**src/rtl/branch_pkg.sv**
```systemverilog
// Shared opcodes, BHT counter encodings and the saturating counter update
// for the ID-stage branch resolution unit.
package branch_pkg;

  localparam logic [5:0] OP_J   = 6'b000010;
  localparam logic [5:0] OP_BEQ = 6'b000100;
  localparam logic [5:0] OP_BNE = 6'b000101;

  typedef enum logic [1:0] {
    StrongNt = 2'b00,
    WeakNt   = 2'b01,
    WeakT    = 2'b10,
    StrongT  = 2'b11
  } bht_ctr_e;

  function automatic bht_ctr_e sat_update(bht_ctr_e ctr, logic taken);
    bht_ctr_e res;
    res = ctr;
    if (taken) begin
      if (ctr != StrongT) res = bht_ctr_e'(ctr + 2'd1);
    end else begin
      if (ctr != StrongNt) res = bht_ctr_e'(ctr - 2'd1);
    end
    return res;
  endfunction

endpackage

```
**src/rtl/branch_bht.sv**
```systemverilog
// Bimodal branch history table: 2-bit saturating counters with one async read
// port for IF and one synchronous update port for ID.
module branch_bht
  import branch_pkg::*;
#(
  parameter int unsigned DEPTH = 16,
  localparam int unsigned IDX_W = $clog2(DEPTH)
) (
  input  logic             clk,
  input  logic             reset,
  input  logic [IDX_W-1:0] rd_idx,
  output bht_ctr_e         rd_ctr,
  input  logic             we,
  input  logic [IDX_W-1:0] wr_idx,
  input  logic             wr_taken
);

  bht_ctr_e ctr_q [DEPTH];

  // Read returns the pre-update value when rd_idx == wr_idx in the same cycle.
  assign rd_ctr = ctr_q[rd_idx];

  always_ff @(posedge clk) begin
    if (reset) begin
      for (int i = 0; i < int'(DEPTH); i++) begin
        ctr_q[i] <= WeakNt;
      end
    end else if (we) begin
      ctr_q[wr_idx] <= sat_update(ctr_q[wr_idx], wr_taken);
    end
  end

endmodule

```
**src/rtl/branch_resolve_unit.sv**
```systemverilog
// ID-stage J/BEQ/BNE resolution with bimodal prediction, flush/redirect/stall
// controls and saturating branch/mispredict statistics.
module branch_resolve_unit
  import branch_pkg::*;
#(
  parameter int unsigned WIDTH      = 32,
  parameter int unsigned PC_WIDTH   = 32,
  parameter int unsigned BHT_DEPTH  = 16,
  parameter bit          PREDICT_EN = 1'b1,
  parameter int unsigned CNT_WIDTH  = 16
) (
  input  logic                 clk,
  input  logic                 reset,
  input  logic [PC_WIDTH-1:0]  if_pc,
  input  logic                 if_id_write,
  output logic                 if_pred_taken,
  input  logic                 id_valid,
  input  logic [5:0]           id_opcode,
  input  logic [PC_WIDTH-1:0]  id_pc,
  input  logic [WIDTH-1:0]     read_data1,
  input  logic [WIDTH-1:0]     read_data2,
  input  logic                 operands_ready,
  output logic                 zero,
  output logic                 stall,
  output logic                 if_flush,
  output logic                 pc_src,
  output logic                 pc_restore,
  output logic                 jump,
  output logic [CNT_WIDTH-1:0] branch_count,
  output logic [CNT_WIDTH-1:0] mispredict_count
);

  localparam int unsigned IDX_W = $clog2(BHT_DEPTH);

  logic [IDX_W-1:0] if_idx, id_idx;
  bht_ctr_e         if_ctr;
  logic             id_pred_q;
  logic             resolve, taken, mispredict;
  logic [CNT_WIDTH-1:0] branch_count_q, mispredict_count_q;
  logic             unused_bits;

  assign if_idx = if_pc[IDX_W+1:2];
  assign id_idx = id_pc[IDX_W+1:2];
  assign unused_bits = ^{if_pc[PC_WIDTH-1:IDX_W+2], if_pc[1:0],
                         id_pc[PC_WIDTH-1:IDX_W+2], id_pc[1:0], if_ctr[0]};

  branch_bht #(
    .DEPTH(BHT_DEPTH)
  ) u_bht (
    .clk     (clk),
    .reset   (reset),
    .rd_idx  (if_idx),
    .rd_ctr  (if_ctr),
    .we      (resolve && PREDICT_EN),
    .wr_idx  (id_idx),
    .wr_taken(taken)
  );

  assign if_pred_taken = PREDICT_EN && !reset && if_ctr[1];
  assign zero          = (read_data1 == read_data2);

  always_comb begin
    stall      = 1'b0;
    if_flush   = 1'b0;
    pc_src     = 1'b0;
    pc_restore = 1'b0;
    jump       = 1'b0;
    resolve    = 1'b0;
    taken      = 1'b0;
    mispredict = 1'b0;
    if (id_valid && !reset) begin
      case (id_opcode)
        OP_J: begin
          jump     = 1'b1;
          if_flush = 1'b1;
        end
        OP_BEQ, OP_BNE: begin
          if (!operands_ready) begin
            stall = 1'b1;
          end else begin
            resolve    = 1'b1;
            taken      = (id_opcode == OP_BEQ) ? zero : !zero;
            mispredict = taken ^ id_pred_q;
            pc_src     = taken && mispredict;
            pc_restore = !taken && mispredict;
            if_flush   = mispredict;
          end
        end
        default: ;
      endcase
    end
  end

  always_ff @(posedge clk) begin
    if (reset) begin
      id_pred_q          <= 1'b0;
      branch_count_q     <= '0;
      mispredict_count_q <= '0;
    end else begin
      // A squashed IF slot must not carry its prediction into ID.
      if (if_flush) begin
        id_pred_q <= 1'b0;
      end else if (if_id_write) begin
        id_pred_q <= if_pred_taken;
      end
      if (resolve) begin
        if (branch_count_q != '1) branch_count_q <= branch_count_q + 1'b1;
        if (mispredict && (mispredict_count_q != '1)) begin
          mispredict_count_q <= mispredict_count_q + 1'b1;
        end
      end
    end
  end

  assign branch_count     = branch_count_q;
  assign mispredict_count = mispredict_count_q;

endmodule

```
**config.mk**
```make
export PLATFORM = sky130hd
export DESIGN_NAME = branch_resolve_unit
export DESIGN_NICKNAME = d
export VERILOG_FILES = /design/src/rtl/branch_pkg.sv /design/src/rtl/branch_bht.sv /design/src/rtl/branch_resolve_unit.sv
export SDC_FILE = /design/constraint.sdc
export NUM_CORES = 1
export LEC_CHECK = 0
export ABC_AREA = 1
export CORE_MARGIN = 5
export CORE_UTILIZATION = 41
export DETAILED_ROUTE_END_ITERATION = 16
export PLACE_DENSITY = 0.84
export SLEW_MARGIN = 20
export SYNTH_ARGS = -nofsm -noshare
export SYNTH_HDL_FRONTEND = slang
export SYNTH_SLANG_ARGS = --single-unit
```
**constraint.sdc**
```tcl
create_clock -name clk -period 4.2 [get_ports clk]
set_input_delay 0.84 -clock clk [delete_from_list [all_inputs] [get_ports clk]]
set_output_delay 0.84 -clock clk [all_outputs]
set_load 0.01 [all_outputs]
```
==> flow_metrics.py, run 1 <==
metrics = {
    "clock_network": {
        "path_clk_slew_ns": 0.07,
        "ctsHoldBuffers": 0,
        "cts_root_buffer": "clkbuf_8",
        "cts-resized-gates": 0,
        "cts_tree": "yes",
        "clk_latency_ns": 0.34,
        "cts_made_buffers": 9,
        "post_cts_buffers": 0,
        "cts_sinks": 65,
        "cts_buffer_depth": 2,
        "htree_levels": 3,
    },
    "synthesis": {
        "synth_top_area_cell": "edfxtp_1",
        "synthArstFlopShare_pct": 0,
        "syn_inst": 621,
        "synth_warnings": 0,
        "synth.area.top_cells": "edfxtp_1, dfxtp_1, nand2_1, nor2_1, inv_1",
        "syn_area_mm2": 0.00422,
        "ys.flop_type": "dfxtp_1",
        "synth.area.mux_share_pct": 0,
        "synth_top_area_share_pct": 22.8,
        "synth-seq-cells": 65,
        "synth_fp_nets": 764,
        "yosysUniqueCellTypes": 34,
        "synth_top_family_by_area": "simple AND/OR/NAND/NOR gates",
        "synth_adder_area_share_pct": 1.19,
        "syn_avg_cell_area_um2": 6.79,
        "synth-compound-area-share_pct": 9.88,
        "ys_seq_area_share_pct": 38.5,
        "synthXorXnorAreaFrac_pct": 4.99,
        "synth-edff-count": 32,
        "synthSimpleGateAreaFrac_pct": 35.4,
    },
    "final_layout": {
        "nFillCells": 966,
        "drive_gt1_share_pct": 6.39,
        "insertedDiodeCount": 0,
        "flow.area_growth_from_synthesis_pct": 36.9,
        "nets": 889,
    },
    "critical_path": {
        "criticalPathCategory": "in2out",
        "crit_path_start_kind": "primary input",
        "arrival_ns": 2.99,
        "cp.required_ns": 3.36,
        "cp_max_fo": 3,
        "worstSetupEndpointType": "output port",
    },
    "sta": {
        "skew_ns": 0.00828,
        "hold_viol_final": 0,
        "clock.fmax_ghz": 0.261,
        "finalCritPeriodShare_pct": 91.1,
        "setup_viol": 0,
        "drv_slew": 0,
        "finalCriticalPeriod_ns": 3.83,
        "worst_pin_slew_ns": 0.426,
        "max_slew_margin_pct": 71.3,
        "fin_tns_setup_ns": 0,
        "fin_hold_ws_ns": 0.500,
        "rsz0062_at_grt": "no",
    },
    "drt": {
        "post_drt_via_cell_ratio": 4.82,
        "antenna_left": 0,
        "wl_per_cell_um": 13.0,
        "drc_errors": 0,
        "drtPass1Iterations": 4,
        "wl_um": 11500,
        "num_vias": 4272,
        "drt_iter0_drc": 204,
    },
    "floorplan": {
        "fp.dieArea_mm2": 0.0124,
        "core_mm2": 0.0102,
        "placementRows": 37,
        "io_pins": 178,
        "fp.dieW_um": 111,
        "start_util_pct": 41.4,
        "die_h_um": 111,
    },
    "global_route": {
        "track_usage_pct": 18.5,
        "antenna_found_initial": 0,
        "grt_max_degree": 38,
        "gr-total-overflow": 0,
        "grt_pass1_wl_um": 18900,
        "grt_pass1_vias": 4126,
    },
    "min_path": {
        "hold_class": "reg2reg",
    },
    "power": {
        "power_density_mw_per_mm2": 244,
        "p_total_w": 0.00141,
        "p_leak_nw": 2.25,
        "ir_drop_mv": 0.150,
    },
    "place": {
        "gp_congestion": 0.915,
        "place_hpwl_um": 8850,
        "port_buffers": 121,
    },
    "run_status": {
        "status": "completed",
    },
    "job": {
        "max-cap-violations": 0,
    },
}
==> layout make-up <==
type                            instances  area (um^2)  area share [%]
Multi-Input combinational cell        453         2200            38.1
Sequential cell                        65         1620            28.1
Timing Repair Buffer                  125         1240            21.6
Inverter                               92          345            5.99
Tap cell                              136          170            2.95
Clock buffer                           10          149            2.58
Clock inverter                          6         40.0           0.694
==> cell usage after synthesis, types with 3 or more instances <==
cell / instances
nand2_1: 176
nor2_1: 102
inv_1: 86
dfxtp_1: 33
edfxtp_1: 32
nand3_1: 30
o21ai_0: 25
a21oi_1: 22
xnor2_1: 21
nor3_1: 19
a22oi_1: 16
inv_2: 6
nor2_2: 5
clkbuf_1: 4
ha_1: 4
nand4_1: 4
nor4_1: 4
o211ai_1: 4
nand2_2: 3
nor3_2: 3
xor2_1: 3
==> worst max-delay path: stages <==
cell and delay [ns]:
clkdlybuf4s50_1 0.49, xnor2_2 0.21, nand2_1 0.06, nor2_1 0.08, nand2_1 0.07, nor2_1 0.15
nand3_1 0.09, nand2_1 0.14, ha_1 0.16, inv_1 0.03, nor2_1 0.09, clkdlybuf4s50_1 0.56
==> cells in the final DEF (no fill, tap or decap), types with 4 or more instances in the layout <==
master and n:
xnor2_1 17, nor4_1 4, clkdlybuf4s50_1 120, nor2_2 5, a22oi_1 16, xnor2_2 4, nor2_1 102, inv_1 86
buf_4 4, nand3_1 30, o21ai_0 25, nand2_1 176, dfxtp_1 33, nor3_1 19, edfxtp_1 32, ha_1 4
nand4_1 4, o211ai_1 4, inv_2 6, clkbuf_8 9, a21oi_1 22
==> cell families (layout without fill, tap and decap cells) <==
family,Yosys count,after routing
AOI/OAI and AO/OA,72,72
and+or+nand+nor,353,353
DFF,65,65
xor gates and xnor gates,24,24
buffers and inverters,103,233
adders and majority gates,4,4
==> final timing paths <==
| path | startpoint | end | slack [ns] | cells after the start |
|---|---|---|---|---|
| hold reg to reg | branch_count[0] | branch_count[0] | 0.50 | 1 |
| setup reg to reg | branch_count[0] | branch_count[2] | 2.26 | 9 |
| setup / recovery | read_data2[3] | pc_src | 0.37 | 12 |
| hold / removal | branch_count[0] | branch_count[0] | 0.50 | 1 |
==> power by group <==
group          leakage, nW  switching, W  internal, W
Clock               0.0937      0.000251     0.000249
Combinational         1.62      0.000116     0.000120
Sequential           0.543    0.00000385     0.000669
Total                 2.25      0.000371      0.00104
==> flip-flops by register name, summed over array words and instances, names as in the netlist <==
name / flops
u_bht.ctr_q: 32
branch_count: 16
id_pred_q: 1
mispredict_count: 16
==> per-layer routing <==
metal	wire, um	vias to the layer above	track usage [%]	part of all wire [%]
met5	0	-	0	0
met4	176	0	5.11	1.5
met3	715	19	5.49	6.2
met2	5430	125	30.3	47
met1	5200	1897	23.8	45
li1	-	2231	-	-
==> metrics by stage <==
step / worst slack, ns / utilization (%) / std cells / cell area [um^2]
after floorplan: 1.29 / - / 621 / 4220
after global routing: 0.142 / 56.6 / 887 / 5770
after detailed placement: 0.106 / 54.5 / 871 / 5550
after CTS: 0.0943 / 56.3 / 887 / 5740
after global placement: 0.120 / 54.5 / 871 / 5550
final: 0.374 / 56.6 / 887 / 5770
No activity file was read; power rests on OpenSTA's default activity.
==> inputs of run 2 (changes only) <==
--- a/config.mk
+++ b/config.mk
@@ -7,9 +7,9 @@
 export LEC_CHECK = 0
 export ABC_AREA = 1
 export CORE_MARGIN = 5
-export CORE_UTILIZATION = 41
+export CORE_UTILIZATION = 42
 export DETAILED_ROUTE_END_ITERATION = 16
-export PLACE_DENSITY = 0.84
+export PLACE_DENSITY = 0.85
 export SLEW_MARGIN = 20
 export SYNTH_ARGS = -nofsm -noshare
 export SYNTH_HDL_FRONTEND = slang
==> run 2 against run 1 <==
Final cell count down 0.45%; die area shrank 2.2%; register-to-register slack worse by 0.02 ns; clock-buffer cell count is 1 higher; utilization increased by 2.7 points; via count rose by 4.4%; critical path type unchanged; clock skew grew 0.0011 ns; largest cell class unchanged; largest power group unchanged; sequential share of layout area shrank 0.15 points; first-iteration DRC count is 11% lower.
==> flow_metrics.py, run 2 (same netlist as run 1, synthesis figures left out) <==
metrics = {
    "run_status": {
        "status": "completed",
    },
    "sta": {
        "clock.fmax_ghz": 0.250,
        "finalCriticalPeriod_ns": 4.00,
        "skew_ns": 0.00934,
        "worst_pin_slew_ns": 0.439,
        "rsz0062_at_grt": "no",
        "fin_tns_setup_ns": 0,
        "setup_viol": 0,
        "hold_viol_final": 0,
        "drv_slew": 0,
        "finalCritPeriodShare_pct": 95.2,
        "fin_hold_ws_ns": 0.506,
        "max_slew_margin_pct": 70.7,
    },
    "floorplan": {
        "fp.dieW_um": 110,
        "placementRows": 36,
        "fp.dieArea_mm2": 0.0121,
        "core_mm2": 0.00977,
        "die_h_um": 110,
        "start_util_pct": 43.1,
        "io_pins": 178,
    },
    "clock_network": {
        "cts_made_buffers": 9,
        "cts_root_buffer": "clkbuf_8",
        "path_clk_slew_ns": 0.08,
        "cts_tree": "yes",
        "htree_levels": 3,
        "cts_sinks": 65,
        "cts_buffer_depth": 2,
        "ctsHoldBuffers": 0,
        "clk_latency_ns": 0.35,
    },
    "drt": {
        "wl_met3_um": 893,
        "drc_errors": 0,
        "antenna_left": 0,
        "num_vias": 4461,
        "wl_per_cell_um": 13.7,
        "drt_iter0_drc": 182,
        "post_drt_via_cell_ratio": 5.05,
        "drtPass1Iterations": 6,
        "wl_um": 12100,
        "routed.top_layer": "met4",
        "drt-met1-wl_um": 5090,
        "wl_met2_um": 5840,
    },
    "global_route": {
        "gr-total-overflow": 0,
        "grt_pass1_vias": 4131,
        "grt_max_degree": 36,
        "track_usage_pct": 19.9,
        "antenna_found_initial": 0,
        "grt_pass1_wl_um": 18900,
    },
    "critical_path": {
        "worstSetupEndpointType": "output port",
        "worstRegToRegCells": 9,
        "criticalPathCategory": "in2out",
        "cp.required_ns": 3.36,
        "cp_max_fo": 3,
        "crit_path_start_kind": "primary input",
        "arrival_ns": 3.16,
    },
    "power": {
        "switching_share_pct": 25.4,
        "p_leak_nw": 2.27,
        "ir_drop_mv": 0.168,
        "power_density_mw_per_mm2": 264,
        "combPwrFrac_pct": 15.5,
        "seqPwrFrac_pct": 44.0,
        "p_clk_share_pct": 40.5,
        "p_switching_w": 0.000388,
        "intPower_w": 0.00114,
    },
    "final_layout": {
        "nFillCells": 884,
        "layout_commonest_cell": "nand2_1",
        "final_cells": 883,
        "insertedDiodeCount": 0,
        "layout_common_cells": "nand2_1, clkdlybuf4s50_1, nor2_1",
        "nets": 888,
        "top_register": "u_bht.ctr_q",
        "drive_gt1_share_pct": 6.13,
        "largest_register_ffs": 32,
        "flow.area_growth_from_synthesis_pct": 37.6,
    },
    "place": {
        "place_hpwl_um": 9360,
        "port_buffers": 121,
        "post-place-cells": 867,
        "gp_congestion": 0.961,
    },
    "min_path": {
        "worstHoldPathCells": 2,
        "hold_class": "reg2reg",
    },
    "job": {
        "max-cap-violations": 0,
    },
}
## run 2: metrics by stage
stage	setup slack [ns]	util (%)	total power [W]	instance area, um^2
floorplan	1.29	-	0.000803	4220
global placement	0.162	56.6	0.000914	5540
detailed placement	0.115	56.6	0.000920	5540
CTS	0.108	59.1	0.00154	5780
global route	0.0104	59.3	0.00159	5800
finish	0.201	59.3	0.00153	5800
## run 2: layer usage
layer	up-vias	GRT usage, %
li1	2234	-
met2	187	34.5
met1	2014	24.7
met3	26	4.48
met4	0	6.24
met5	-	0
## run 2: what timing repair did
item	in CTS	in global routing
resized for setup	0	4
setup buffers	0	0
endpoints found under the setup margin	0	1
## run 2: final cells by class
class | instances | area [um^2] | share of cell area (%)
clock buffer | 11 | 174 | 3.00
clock inverter | 5 | 65.1 | 1.12
inverter | 92 | 345 | 5.95
multi-input combinational | 453 | 2190 | 37.8
sequential | 65 | 1620 | 28.0
tap | 133 | 166 | 2.87
timing repair buffer | 124 | 1240 | 21.3
## run 2: power groups by stage
| stage | combinational (W) | sequential, W | clock (W) |
|---|---|---|---|
| floorplan | 0.000117 | 0.000686 | 0 |
| global route | 0.000262 | 0.000674 | 0.000653 |
| finish | 0.000238 | 0.000673 | 0.000619 |
| detailed placement | 0.000233 | 0.000688 | 0 |
| global placement | 0.000227 | 0.000687 | 0 |
| CTS | 0.000234 | 0.000673 | 0.000630 |
## run 2: worst max-delay path: stages
cell,delay [ns]
clkdlybuf4s50_1,0.47
xnor2_2,0.22
nand2_1,0.10
nor2_1,0.11
nand2_1,0.06
nor2_1,0.10
nand2_1,0.11
nand2_1,0.08
nand2_1,0.07
buf_4,0.14
inv_1,0.05
ha_1,0.13
inv_1,0.04
nor2_1,0.09
clkdlybuf4s50_1,0.56
## run 2: path summary, 6_finish.rpt
| path | endpoint | from | slack [ns] |
|---|---|---|---|
| min | branch_count[8] | branch_count[8] | 0.51 |
| max reg2reg | branch_count[2] | branch_count[0] | 2.24 |
| max | pc_restore | read_data2[2] | 0.20 |
| min reg2reg | branch_count[8] | branch_count[8] | 0.51 |
==> inputs of run 3 (changes only) <==
--- a/config.mk
+++ b/config.mk
@@ -6,8 +6,8 @@
 export NUM_CORES = 1
 export LEC_CHECK = 0
 export ABC_AREA = 1
-export CORE_MARGIN = 5
 export CORE_UTILIZATION = 42
+export CTS_CLUSTER_DIAMETER = 40
 export DETAILED_ROUTE_END_ITERATION = 16
 export PLACE_DENSITY = 0.85
 export SLEW_MARGIN = 20
==> run 3 against run 2 <==
Critical path depth unchanged; cell area decreased by 0.71%; sequential share of layout area rose by 0.20 points; global-route usage increased by 3.0 points; first-iteration DRC count grew 45%; total power fell by 4.0%; utilization down 0.15 points; sequential power about the same; clock skew down 0.0028 ns; non-clock buffer count is 1 higher; largest power group unchanged; wire length decreased by 4.9%; highest routed layer unchanged; clock power down 9.2%.
==> flow_metrics.py, run 3 (same netlist as run 1, synthesis figures left out) <==
metrics = {
    "run_status": {
        "status": "completed",
    },
    "sta": {
        "hold_viol_final": 0,
        "drv_slew": 0,
        "finalCritPeriodShare_pct": 95.0,
        "fin_tns_setup_ns": 0,
        "skew_ns": 0.00652,
        "max_slew_margin_pct": 71.1,
        "finalCriticalPeriod_ns": 3.99,
        "rsz0062_at_grt": "no",
        "setup_viol": 0,
        "fin_hold_ws_ns": 0.502,
        "worst_pin_slew_ns": 0.433,
        "clock.fmax_ghz": 0.251,
    },
    "drt": {
        "wl_per_cell_um": 13.0,
        "num_vias": 4345,
        "antenna_left": 0,
        "drt_iter0_drc": 264,
        "wl_um": 11500,
        "post_drt_via_cell_ratio": 4.92,
        "drtPass1Iterations": 5,
        "drc_errors": 0,
    },
    "final_layout": {
        "flow.area_growth_from_synthesis_pct": 36.6,
        "top_register": "u_bht.ctr_q",
        "regArea_mm2": 0.00162,
        "layout_common_cells": "nand2_1, clkdlybuf4s50_1, nor2_1",
        "insertedDiodeCount": 0,
        "drive_gt1_share_pct": 5.86,
        "nets": 889,
        "layout_commonest_cell": "nand2_1",
        "nFillCells": 915,
        "multi_input_area_mm2": 0.00217,
        "fin_area_mm2": 0.00576,
        "postLayoutCoreUtil_pct": 59.2,
        "final_cells": 884,
        "largest_register_ffs": 32,
    },
    "global_route": {
        "antenna_found_initial": 0,
        "gr-total-overflow": 0,
        "grt_pass1_vias": 4020,
        "grt_max_degree": 31,
        "grt_pass1_wl_um": 18500,
        "track_usage_pct": 23.0,
    },
    "floorplan": {
        "placementRows": 36,
        "die_h_um": 102,
        "start_util_pct": 43.3,
        "fp.dieArea_mm2": 0.0104,
        "fp.dieW_um": 102,
        "core_mm2": 0.00973,
        "io_pins": 178,
    },
    "clock_network": {
        "clk_latency_ns": 0.34,
        "cts_tree": "yes",
        "ctsHoldBuffers": 0,
        "htree_levels": 3,
        "cts_made_buffers": 9,
        "cts_root_buffer": "clkbuf_8",
        "cts_sinks": 65,
        "post_cts_buffers": 0,
        "path_clk_slew_ns": 0.07,
        "cts_buffer_depth": 2,
    },
    "place": {
        "place_hpwl_um": 8870,
        "post-place-cells": 868,
        "port_buffers": 121,
        "placed_area_mm2": 0.00554,
        "gp_congestion": 0.975,
    },
    "critical_path": {
        "cpMostUsedCell": "nand2_1",
        "crit_family": "buffers and inverters",
        "path_buf_inv": 5,
        "criticalPathCategory": "in2out",
        "cp.required_ns": 3.36,
        "cp-endpoint": "pc_restore",
        "worstRegToRegCells": 9,
        "arrival_ns": 3.15,
        "cp_max_fo": 3,
        "r2r_start": "branch_count[0]",
        "cp_num_cells": 15,
        "startpoint": "read_data2[31]",
        "critical_path.max_stage_delay_ns": 0.56,
        "worstSetupEndpointType": "output port",
        "cp_slowest_cell": "clkdlybuf4s50_1",
        "crit_chain": "clkdlybuf4s50_1 -> xnor2_1 -> nand2_1 -> nor2_1 -> nand2_1 -> nor2_1 -> nand2_1 -> nand2_1 -> nand2_1 -> buf_4 -> inv_1 -> ha_1 -> inv_1 -> nor2_1 -> clkdlybuf4s50_1",
        "rrSetupSlack_ns": 2.30,
        "crit_path_start_kind": "primary input",
        "r2r-end": "branch_count[2]",
    },
    "power": {
        "power_density_mw_per_mm2": 255,
        "ir_drop_mv": 0.173,
        "p_leak_nw": 2.25,
    },
    "job": {
        "max-cap-violations": 0,
    },
    "min_path": {
        "hold_class": "reg2reg",
    },
}
==> run 3: cell count changes in the layout (fill, tap and decap cells not counted) <==
| cell | before | now |
|---|---|---|
| clkbuf_16 | 2 | 1 |
| inv_4 | 0 | 1 |
| xnor2_2 | 3 | 0 |
| clkinv_2 | 0 | 2 |
| xnor2_1 | 18 | 21 |
| clkinv_4 | 1 | 2 |
| buf_4 | 3 | 4 |
| inv_6 | 3 | 0 |
==> run 3: what timing repair did <==
action / in CTS / in global routing
resized for setup: 0 / 1
endpoints found under the setup margin: 0 / 2
hold endpoints to repair: 0 / 0
==> run 3: area by class of cell <==
type	count	share of cell area, %
multi-input cells	453	37.7
well taps	133	2.89
clock inverters	6	1.11
clock buffers	10	2.59
inverters	92	6.00
flip-flops and latches	65	28.2
repair buffers	125	21.6
==> run 3: power breakdown <==
| group | internal [W] | total, W | switching (W) |
|---|---|---|---|
| Sequential | 0.000669 | 0.000673 | 0.00000400 |
| Combinational | 0.000117 | 0.000233 | 0.000116 |
| Clock | 0.000310 | 0.000562 | 0.000252 |
==> run 3: how the worst min path moves through the flow <==
stage,slack [ns],from,cells after the start,endpoint
after floorplan,0.50,mispredict_count[4],1,mispredict_count[4]
after global placement,0.47,branch_count[12],1,branch_count[12]
after detailed placement,0.49,mispredict_count[6],2,mispredict_count[6]
after CTS,0.51,mispredict_count[6],2,mispredict_count[6]
after global routing,0.53,branch_count[8],2,branch_count[8]
final,0.50,branch_count[0],1,branch_count[0]
==> run 3: metal layers <==
layer,up-vias,wire (um),GRT usage (%)
met5,-,0,0
met4,0,108,5.82
met3,12,884,4.58
met2,159,5450,38.6
met1,1941,5070,30.2
li1,2233,-,-
==> run 3: through the flow <==
| step | power, W | worst slack [ns] |
|---|---|---|
| final | 0.00147 | 0.210 |
| after global routing | 0.00153 | 0.0108 |
| after CTS | 0.00148 | 0.0684 |
| after detailed placement | 0.000919 | 0.0808 |
| after global placement | 0.000915 | 0.122 |
| after floorplan | 0.000803 | 1.29 |
